--- src/rtl/seg_reader_pkg.sv ---
// seg_reader_pkg: shared 7-segment pattern constants and reader FSM states
package seg_reader_pkg;

    // Segment patterns, bit6..bit0 = g..a, active-high
    localparam logic [6:0] SEG_0     = 7'h3F;
    localparam logic [6:0] SEG_1     = 7'h06;
    localparam logic [6:0] SEG_2     = 7'h5B;
    localparam logic [6:0] SEG_3     = 7'h4F;
    localparam logic [6:0] SEG_4     = 7'h66;
    localparam logic [6:0] SEG_5     = 7'h6D;
    localparam logic [6:0] SEG_6     = 7'h7D;
    localparam logic [6:0] SEG_7     = 7'h07;
    localparam logic [6:0] SEG_8     = 7'h7F;
    localparam logic [6:0] SEG_9     = 7'h6F;
    localparam logic [6:0] SEG_BLANK = 7'h00;

    typedef enum logic [1:0] {IDLE, SETTLING, LOCKED, BLANK} state_t;

endpackage

--- src/rtl/seg_decode.sv ---
// seg_decode: one 7-segment digit pattern to BCD with a validity flag
module seg_decode
    import seg_reader_pkg::*;
(
    input  logic [6:0] seg,
    input  logic       blank_as_zero,
    output logic [3:0] bcd,
    output logic       valid
);

    // Exact match against the shared pattern table; a dark digit is only legal when mapped to zero
    always_comb begin
        bcd   = 4'd0;
        valid = 1'b1;
        case (seg)
            SEG_0:     bcd = 4'd0;
            SEG_1:     bcd = 4'd1;
            SEG_2:     bcd = 4'd2;
            SEG_3:     bcd = 4'd3;
            SEG_4:     bcd = 4'd4;
            SEG_5:     bcd = 4'd5;
            SEG_6:     bcd = 4'd6;
            SEG_7:     bcd = 4'd7;
            SEG_8:     bcd = 4'd8;
            SEG_9:     bcd = 4'd9;
            SEG_BLANK: valid = blank_as_zero;
            default:   valid = 1'b0;
        endcase
    end

endmodule

--- src/rtl/seg_reader.sv ---
// seg_reader: recovers the 3-digit BCD count from the display segment buses once they settle
module seg_reader
    import seg_reader_pkg::*;
#(
    parameter int STABLE_CYCLES = 4,
    parameter bit BLANK_AS_ZERO = 1'b0,
    parameter int ERR_CNT_W     = 8
)(
    input  logic                 sys_clk,
    input  logic                 reset_n,
    input  logic [6:0]           seg_in3,
    input  logic [6:0]           seg_in2,
    input  logic [6:0]           seg_in1,
    output logic [11:0]          bcd_out,
    output logic                 bcd_valid,
    output logic                 pattern_err,
    output logic [2:0]           err_digit,
    output logic                 disp_blank,
    output logic                 stable,
    output logic [ERR_CNT_W-1:0] err_cnt
);

    localparam logic [7:0] SC = 8'(STABLE_CYCLES);

    logic [20:0] in_r;
    logic [20:0] held;
    logic [7:0]  cnt;
    state_t      state;
    logic [11:0] dec_bcd;
    logic [2:0]  dec_ok;
    logic        change;
    logic        commit;

    seg_decode u_d3 (.seg(held[20:14]), .blank_as_zero(BLANK_AS_ZERO), .bcd(dec_bcd[11:8]), .valid(dec_ok[2]));
    seg_decode u_d2 (.seg(held[13:7]),  .blank_as_zero(BLANK_AS_ZERO), .bcd(dec_bcd[7:4]),  .valid(dec_ok[1]));
    seg_decode u_d1 (.seg(held[6:0]),   .blank_as_zero(BLANK_AS_ZERO), .bcd(dec_bcd[3:0]),  .valid(dec_ok[0]));

    assign change = in_r != held;
    assign stable = cnt == SC;
    // Fires on the edge the counter reaches saturation; LOCKED/BLANK never see it until a new change
    assign commit = !change && cnt == SC - 8'd1 && (state == IDLE || state == SETTLING);

    // Two-deep input pipeline and stability counter, compared on pre-edge values
    always_ff @(posedge sys_clk or negedge reset_n) begin
        if (!reset_n) begin
            in_r <= '0;
            held <= '0;
            cnt  <= '0;
        end else begin
            in_r <= {seg_in3, seg_in2, seg_in1};
            held <= in_r;
            cnt  <= change ? 8'd0 : (cnt < SC ? cnt + 8'd1 : cnt);
        end
    end

    // Settle/commit FSM with registered strobes and status
    always_ff @(posedge sys_clk or negedge reset_n) begin
        if (!reset_n) begin
            state       <= IDLE;
            bcd_out     <= '0;
            bcd_valid   <= 1'b0;
            pattern_err <= 1'b0;
            err_digit   <= '0;
            disp_blank  <= 1'b0;
            err_cnt     <= '0;
        end else begin
            bcd_valid   <= 1'b0;
            pattern_err <= 1'b0;
            if (commit) begin
                if (held == '0) begin
                    state      <= BLANK;
                    disp_blank <= 1'b1;
                end else if (&dec_ok) begin
                    state     <= LOCKED;
                    bcd_out   <= dec_bcd;
                    bcd_valid <= 1'b1;
                    err_digit <= '0;
                end else begin
                    state       <= LOCKED;
                    pattern_err <= 1'b1;
                    err_digit   <= ~dec_ok;
                    err_cnt     <= &err_cnt ? err_cnt : err_cnt + ERR_CNT_W'(1);
                end
            end else if (change) begin
                state      <= SETTLING;
                disp_blank <= 1'b0;
            end
        end
    end

endmodule
--- config.mk ---
export PLATFORM = sky130hd
export DESIGN_NAME = seg_reader
export DESIGN_NICKNAME = d
export VERILOG_FILES = /design/src/rtl/seg_reader_pkg.sv /design/src/rtl/seg_decode.sv /design/src/rtl/seg_reader.sv
export SDC_FILE = /design/constraint.sdc
export NUM_CORES = 1
export LEC_CHECK = 0
export CORE_MARGIN = 3
export CORE_UTILIZATION = 56
export DETAILED_ROUTE_END_ITERATION = 10
export DONT_BUFFER_PORTS = 1
export GPL_TIMING_DRIVEN = 0
export PLACE_DENSITY = 0.78
export RECOVER_POWER = 25
export SLEW_MARGIN = 5
export SYNTH_ARGS = -nofsm -noshare
export SYNTH_HDL_FRONTEND = slang
export SYNTH_SLANG_ARGS = --single-unit
--- constraint.sdc ---
create_clock -name sys_clk -period 2.31 [get_ports sys_clk]
set_input_delay 0.1155 -clock sys_clk [delete_from_list [all_inputs] [get_ports sys_clk]]
set_output_delay 0.1155 -clock sys_clk [all_outputs]
set_load 0.01 [all_outputs]
==> flow_metrics.env, run 1 <==
export IMPL_status="finished with violations"
export IMPL_violations="setup timing"
export IMPL_place_ws_ns=-0.529
export IMPL_setup_viol=23
export IMPL_max_slew_margin_pct=57.6
export IMPL_htree_levels=3
export IMPL_cp_endpoint="bcd_out[11]$_DFFE_PN0P_"
export IMPL_grt_pass1_vias=2605
export IMPL_ys_ff_latch=77
export IMPL_syn_nets=313
export IMPL_antenna_found_initial=0
export IMPL_required_ns=2.56
export IMPL_r2r_end="bcd_out[11]$_DFFE_PN0P_"
export IMPL_die_y_um=84.0
export IMPL_vias=2599
export IMPL_multi_input_area_mm2=0.00167
export IMPL_cp_arrival_ns=2.74
export IMPL_yosysWarnings=0
export IMPL_final_cells=432
export IMPL_yosysSeqAreaShare_pct=56.6
export IMPL_maxCapViolations=0
export IMPL_nFillCells=288
export IMPL_clk_pin_slew_ns=0.08
export IMPL_drc=0
export IMPL_startpoint_type="register"
export IMPL_rsz0062_at_grt="yes"
export IMPL_cts_root_buffer="clkbuf_8"
export IMPL_cts_buffer_depth=2
export IMPL_yosysTopAreaCellShare_pct=56.6
export IMPL_synthFlopType="dfrtp_1"
export IMPL_r2r_slack_ns=-0.19
export IMPL_ys_types=46
export IMPL_drt_pass1_iter_count=5
export IMPL_ir_worst_vdd_v=0.000398
export IMPL_core_area_mm2=0.00568
export IMPL_grt_pass1_wl_um=13200
export IMPL_endpoint_kind="register"
export IMPL_clk_latency_ns=0.36
export IMPL_die_area_mm2=0.00705
export IMPL_max_slew_worst_pin_slew_ns=0.633
export IMPL_cp_max_fo=7
export IMPL_holdCritPathClass="in2reg"
export IMPL_ant_nets=0
export IMPL_grtUsageMet3_pct=6.12
export IMPL_grt_busiest_layer="met2"
export IMPL_vias_per_cell=6.02
export IMPL_drive_gt1_share_pct=36.1
export IMPL_grt_use_total_pct=24.2
export IMPL_io_pins=50
export IMPL_syn_to_final_growth_pct=35.4
export IMPL_period_minus_slack_ns=2.50
export IMPL_nets=381
export IMPL_reg2regPathDepth=8
export IMPL_layout_setup_ws_ns=-0.186
export IMPL_fin_worst_skew_ns=0.0113
export IMPL_drt_iter0_markers=228
export IMPL_ff_latch_area_mm2=0.00194
export IMPL_synth_area_top_cells="dfrtp_1 (57%), xnor2_1 (5.4%), mux2_4 (3.5%)"
export IMPL_finalCritPeriodShare_pct=108
export IMPL_timing_final_max_slew_violations=0
export IMPL_synthArstFlopShare_pct=100
export IMPL_cts_tree="yes"
export IMPL_num_rows=27
export IMPL_crit_start="held[13]$_DFF_PN0_"
export IMPL_die_width_um=84.0
export IMPL_diodes=0
export IMPL_finalWirelength_um=9030
export IMPL_grt_ovfl_total=0
export IMPL_synthCells=287
export IMPL_cts_sinks=77
export IMPL_place_congestion=0.803
export IMPL_fmax_ghz=0.401
export IMPL_start_util_pct=60.0
export IMPL_placed_cells=359
export IMPL_power_leakage_uw=0.00201
export IMPL_routedWlPerCell_um=20.9
export IMPL_hpwlAfterDp_um=4300
export IMPL_power_uw=2610
export IMPL_portBuffers=0
export IMPL_hold_viol=0
export IMPL_yosys_area_top_type="dfrtp_1"
export IMPL_r2r_start="held[13]$_DFF_PN0_"
export IMPL_synth_area_mm2=0.00340
export IMPL_met2_usage_pct=39.6
export IMPL_power_density_mw_per_mm2=567
export IMPL_synth_edff_count=0
export IMPL_grtUsageMet1_pct=29.9
export IMPL_crit_type="reg2reg"
export IMPL_cts_buffers=9
export IMPL_grt_start_max_net_pins=78
export IMPL_avgSynthCellArea_um2=11.9
registers in the layout, indices dropped and copies added, names as in the netlist:
| name | count |
|---|---|
| in_r | 21 |
| bcd_out | 12 |
| pattern_err | 1 |
| state | 1 |
| disp_blank | 1 |
| err_cnt | 8 |
| err_digit | 3 |
| cnt | 8 |
| bcd_valid | 1 |
| held | 21 |
what timing repair did:
item                                    4_1_cts  5_1_grt
endpoints found under the hold margin        98        0
buffers inserted                             28       20
endpoints found under the setup margin       24       33
pin swaps                                     8       17
hold buffers                                 23        0
cloned                                        0        0
gates resized for setup                      46       38
Yosys cell counts (4+ instances only):
library cell / n
a21oi_1: 7
and2_1: 9
clkbuf_1: 14
dfrtp_1: 77
inv_1: 7
mux2_2: 9
mux2_4: 8
nand2_1: 12
nand2b_1: 4
nand3_1: 10
nand3b_1: 4
nand4_1: 9
nor2_1: 20
nor3_1: 7
nor4_1: 9
or4_1: 4
xnor2_1: 21
xor2_1: 10
stage by stage:
step | cell area [um2] | hold WS (ns) | util [%] | setup TNS [ns]
2_1_floorplan | 3420 | -0.180 | - | -1.33
3_3_place_gp | 3510 | -0.178 | 61.8 | -8.48
3_5_place_dp | 3510 | -0.178 | 61.8 | -8.34
4_1_cts | 4320 | 0.302 | 76.1 | -1.70
5_1_grt | 4610 | 0.299 | 81.2 | -5.80
6_report | 4610 | 0.309 | 81.2 | -3.22
metal layers:
| layer | vias up | part of all wire (%) |
|---|---|---|
| met1 | 1331 | 39 |
| met4 | 0 | 2.0 |
| met3 | 18 | 6.3 |
| met2 | 105 | 53 |
| met5 | - | 0 |
| li1 | 1145 | - |
critical path, cell delays in order (launching register included):
cell	delay, ns
dfrtp_2	0.46
or3b_4	0.42
a2111oi_4	0.36
nor2_2	0.09
a211oi_4	0.28
nand4_4	0.17
buf_12	0.18
buf_8	0.12
mux2_4	0.29
cell type report:
class,instances,area share [%]
flip-flops and latches,77,42.2
multi-input cells,186,36.2
repair buffers,70,14.5
clock buffers,10,2.99
well taps,72,1.95
clock inverters,6,0.842
plain buffers,4,0.815
inverters,7,0.570
where the power goes:
part / internal [uW] / switching, uW / total [uW] / leakage [uW]
registers: 1390 / 57.2 / 1440 / 0.000966
logic: 119 / 120 / 239 / 0.000954
clock network: 415 / 516 / 931 / 0.0000880
kinds of logic after synthesis:
kind of cell	after synthesis	share of synthesized area, %
AND/OR/NAND/NOR	108	18.4
multiplexers	20	7.39
flip-flops	77	56.6
AO/OA/AOI/OAI	24	5.40
adder cells (fa/ha/maj)	3	1.10
buffers and inverters	24	3.12
XOR/XNOR	31	7.98
worst min-delay path by stage:
stage	start	end	slack (ns)	cells past startpoint
floorplan	reset_n	bcd_out[0]$_DFFE_PN0P_	-0.18	0
global placement	reset_n	bcd_out[2]$_DFFE_PN0P_	-0.18	0
detailed placement	reset_n	bcd_out[3]$_DFFE_PN0P_	-0.18	0
CTS	seg_in2[3]	in_r[10]$_DFF_PN0_	0.30	1
global route	seg_in2[3]	in_r[10]$_DFF_PN0_	0.30	1
finish	seg_in2[3]	in_r[10]$_DFF_PN0_	0.31	1
layout by cell type (no fill, tap or decap), drive strengths merged, types with 2 or more instances in the layout:
master,synthesis,routed
dfrtp,77,77
buf,3,49
dlygate4sd3,0,22
xnor2,21,21
nor2,20,20
mux2,17,17
clkbuf,14,13
nand2,12,12
nand3,11,11
xor2,10,10
nand4,10,10
and2,9,9
nor4,9,9
inv,7,7
nor3,7,7
a21oi,7,7
nand3b,4,4
nand2b,4,4
clkinv,0,4
or4,4,4
and3,3,3
o21a,3,3
mux2i,3,3
o21ai,3,3
ha,3,3
a2111oi,3,3
and4b,2,2
a211oi,2,2
nand4b,2,2
nor2b,2,2
nor3b,2,2
clkinvlp,0,2
or3b,2,2
a32o,2,2
nor4b,2,2
Power figures use the tool's default switching activity.
==> inputs of run 2 (changes only) <==
--- a/config.mk
+++ b/config.mk
@@ -6,11 +6,12 @@
 export NUM_CORES = 1
 export LEC_CHECK = 0
 export CORE_MARGIN = 3
-export CORE_UTILIZATION = 56
+export CORE_UTILIZATION = 35
 export DETAILED_ROUTE_END_ITERATION = 10
 export DONT_BUFFER_PORTS = 1
 export GPL_TIMING_DRIVEN = 0
-export PLACE_DENSITY = 0.78
+export HOLD_SLACK_MARGIN = 0.12
+export PLACE_DENSITY = 0.55
 export RECOVER_POWER = 25
 export SLEW_MARGIN = 5
 export SYNTH_ARGS = -nofsm -noshare
==> run 2 against run 1 <==
The flow still finishes with violations (setup timing). Sequential cell count is the same. Clock skew up 0.0010 ns. Setup slack improved by 0.042 ns. Combinational power shrank 10%. Core utilization decreased by 32 points. Fmax increased by 1.7%. Clock power grew 5.6%. Non-clock buffer count fell by 9. Critical endpoint is now bcd_out[4]$_DFFE_PN0P_.
==> flow_metrics.env, run 2 (synthesized netlist as in run 1, its figures left out) <==
export IMPL_crit_slowest_cell="dfrtp_1"
export IMPL_clk_pin_slew_ns=0.08
export IMPL_rsz0062_at_grt="yes"
export IMPL_drive_gt1_share_pct=33.1
export IMPL_place_congestion=0.802
export IMPL_layout_setup_ws_ns=-0.144
export IMPL_die_area_mm2=0.0109
export IMPL_grt_pass1_wl_um=12000
export IMPL_cp_arrival_ns=2.69
export IMPL_num_rows=35
export IMPL_violations="setup timing"
export IMPL_final_common_cell="dfrtp_1"
export IMPL_holdCritPathClass="in2async"
export IMPL_internal_power_uw=1990
export IMPL_portBuffers=0
export IMPL_timing_final_max_slew_violations=0
export IMPL_post_dp_cell_area_mm2=0.00358
export IMPL_final_cells=479
export IMPL_status="finished with violations"
export IMPL_drc=0
export IMPL_period_minus_slack_ns=2.45
export IMPL_hold_viol=0
export IMPL_maxCapViolations=0
export IMPL_max_slew_worst_pin_slew_ns=0.590
export IMPL_nFillCells=816
export IMPL_grt_ovfl_total=0
export IMPL_hpwlAfterDp_um=4660
export IMPL_setup_viol=19
export IMPL_design_area_mm2=0.00457
export IMPL_grt_pass1_vias=2430
export IMPL_vias=2325
export IMPL_start_util_pct=36.5
export IMPL_cts_buffer_depth=2
export IMPL_required_ns=2.54
export IMPL_final_cell_mix="dfrtp_1 (64), buf_4 (29), dlygate4sd3_1 (22)"
export IMPL_finalSetupTns_ns=-1.44
export IMPL_power_uw=2640
export IMPL_cts_tree="yes"
export IMPL_cts_sinks=77
export IMPL_grt_use_total_pct=13.9
export IMPL_max_slew_margin_pct=60.5
export IMPL_fin_worst_skew_ns=0.0123
export IMPL_cp_max_fo=7
export IMPL_grt_start_max_net_pins=78
export IMPL_crit_buf_inv=2
export IMPL_die_width_um=105
export IMPL_pwr_share_comb_pct=8.2
export IMPL_power_leakage_uw=0.00195
export IMPL_max_stage_delay_ns=0.38
export IMPL_clkPwrFrac_pct=37.3
export IMPL_vias_per_cell=4.85
export IMPL_nets=372
export IMPL_reg_top3="held x21, in_r x21, bcd_out x12"
export IMPL_htree_levels=3
export IMPL_io_pins=50
export IMPL_drt_iter0_markers=87
export IMPL_syn_to_final_growth_pct=34.2
export IMPL_fmax_ghz=0.407
export IMPL_placed_cells=416
export IMPL_cts_buffers=9
export IMPL_p_sw_share_pct=24.5
export IMPL_ant_nets=0
export IMPL_p_seq_share_pct=54.5
export IMPL_crit_type="reg2reg"
export IMPL_endpoint_kind="register"
export IMPL_finalCritPeriodShare_pct=106
export IMPL_crit_chain="buf_6 > or3b_4 > a2111oi_4 > nor2_2 > a211oi_4 > nand4_4 > clkbuf_16 > mux2_4"
export IMPL_place_ws_ns=-0.636
export IMPL_die_y_um=105
export IMPL_p_sw_uw=645
export IMPL_finalWirelength_um=7400
export IMPL_core_area_mm2=0.00933
export IMPL_ir_worst_vdd_v=0.000374
export IMPL_multi_input_area_mm2=0.00164
export IMPL_power_density_mw_per_mm2=577
export IMPL_routedWlPerCell_um=15.4
export IMPL_ff_latch_area_mm2=0.00194
export IMPL_startpoint_type="register"
export IMPL_cts_root_buffer="clkbuf_8"
export IMPL_diodes=0
export IMPL_clk_latency_ns=0.35
export IMPL_drt_pass1_iter_count=6
export IMPL_antenna_found_initial=0
export IMPL_critPathTopFamily="simple AND/OR/NAND/NOR gates"
## run 2: changes by cell type in the layout (fill, tap and decap cells not counted), sizes merged
| cell | change |
|---|---|
| inv | +1 |
| buf | -9 |
| clkinv | -2 |
| clkbuf | -1 |
| bufinv | +1 |
## run 2: area by class of cell
type | count | share of cell area (%)
buffer | 5 | 0.959
clock buffer | 9 | 2.71
clock inverter | 6 | 1.40
inverter | 7 | 0.575
multi-input combinational | 186 | 35.8
sequential | 77 | 42.5
tap | 129 | 3.53
timing repair buffer | 60 | 12.5
## run 2: final timing paths
path,from,slack [ns],depth (start not counted),to
max,held[12]$_DFF_PN0_,-0.14,8,bcd_out[4]$_DFFE_PN0P_
min,reset_n,0.30,2,in_r[6]$_DFF_PN0_
max reg2reg,held[12]$_DFF_PN0_,-0.14,8,bcd_out[4]$_DFFE_PN0P_
min reg2reg,in_r[16]$_DFF_PN0_,0.40,0,held[16]$_DFF_PN0_
max in group asynchronous,reset_n,1.66,2,held[20]$_DFF_PN0_
min in group sys_clk,seg_in2[4],0.32,1,in_r[11]$_DFF_PN0_
## run 2: layer usage
metal | routed length (um) | vias to the layer above | track usage (%)
li1 | - | 1126 | -
met1 | 3300 | 1147 | 17.5
met2 | 3650 | 48 | 22.1
met3 | 381 | 4 | 5.56
met4 | 61 | 0 | 4.22
met5 | 0 | - | 0
## run 2: worst reg2reg max path: cells and delay by family, from the launching register on
kind / cells / cell delay, ns
compound gates: 2 / 0.62
simple gates: 3 / 0.69
mux: 1 / 0.29
flops: 1 / 0.38
buf+inv: 2 / 0.36
## run 2: power by group through the flow
stage / sequential, uW / clock (uW) / combinational [uW]
after global routing: 1450 / 1080 / 239
final: 1440 / 983 / 215
after detailed placement: 1440 / 0 / 129
after CTS: 1440 / 1030 / 199
after global placement: 1440 / 0 / 128
after floorplan: 1430 / 0 / 107
## run 2: timing repair
item / CTS / global route
hold endpoints to repair: 98 / 0
pin swaps: 11 / 13
hold buffers: 23 / 0
buffers inserted: 20 / 16
cloned: 1 / 0
endpoints found under the setup margin: 33 / 33
gates resized for setup: 48 / 20
## run 2: stage by stage
step                      hold slack [ns]  utilization, %
final                               0.299            49.0
after global routing                0.291            49.0
after CTS                           0.291            47.1
after detailed placement           -0.178            38.4
after global placement             -0.178            38.4
after floorplan                    -0.180               -
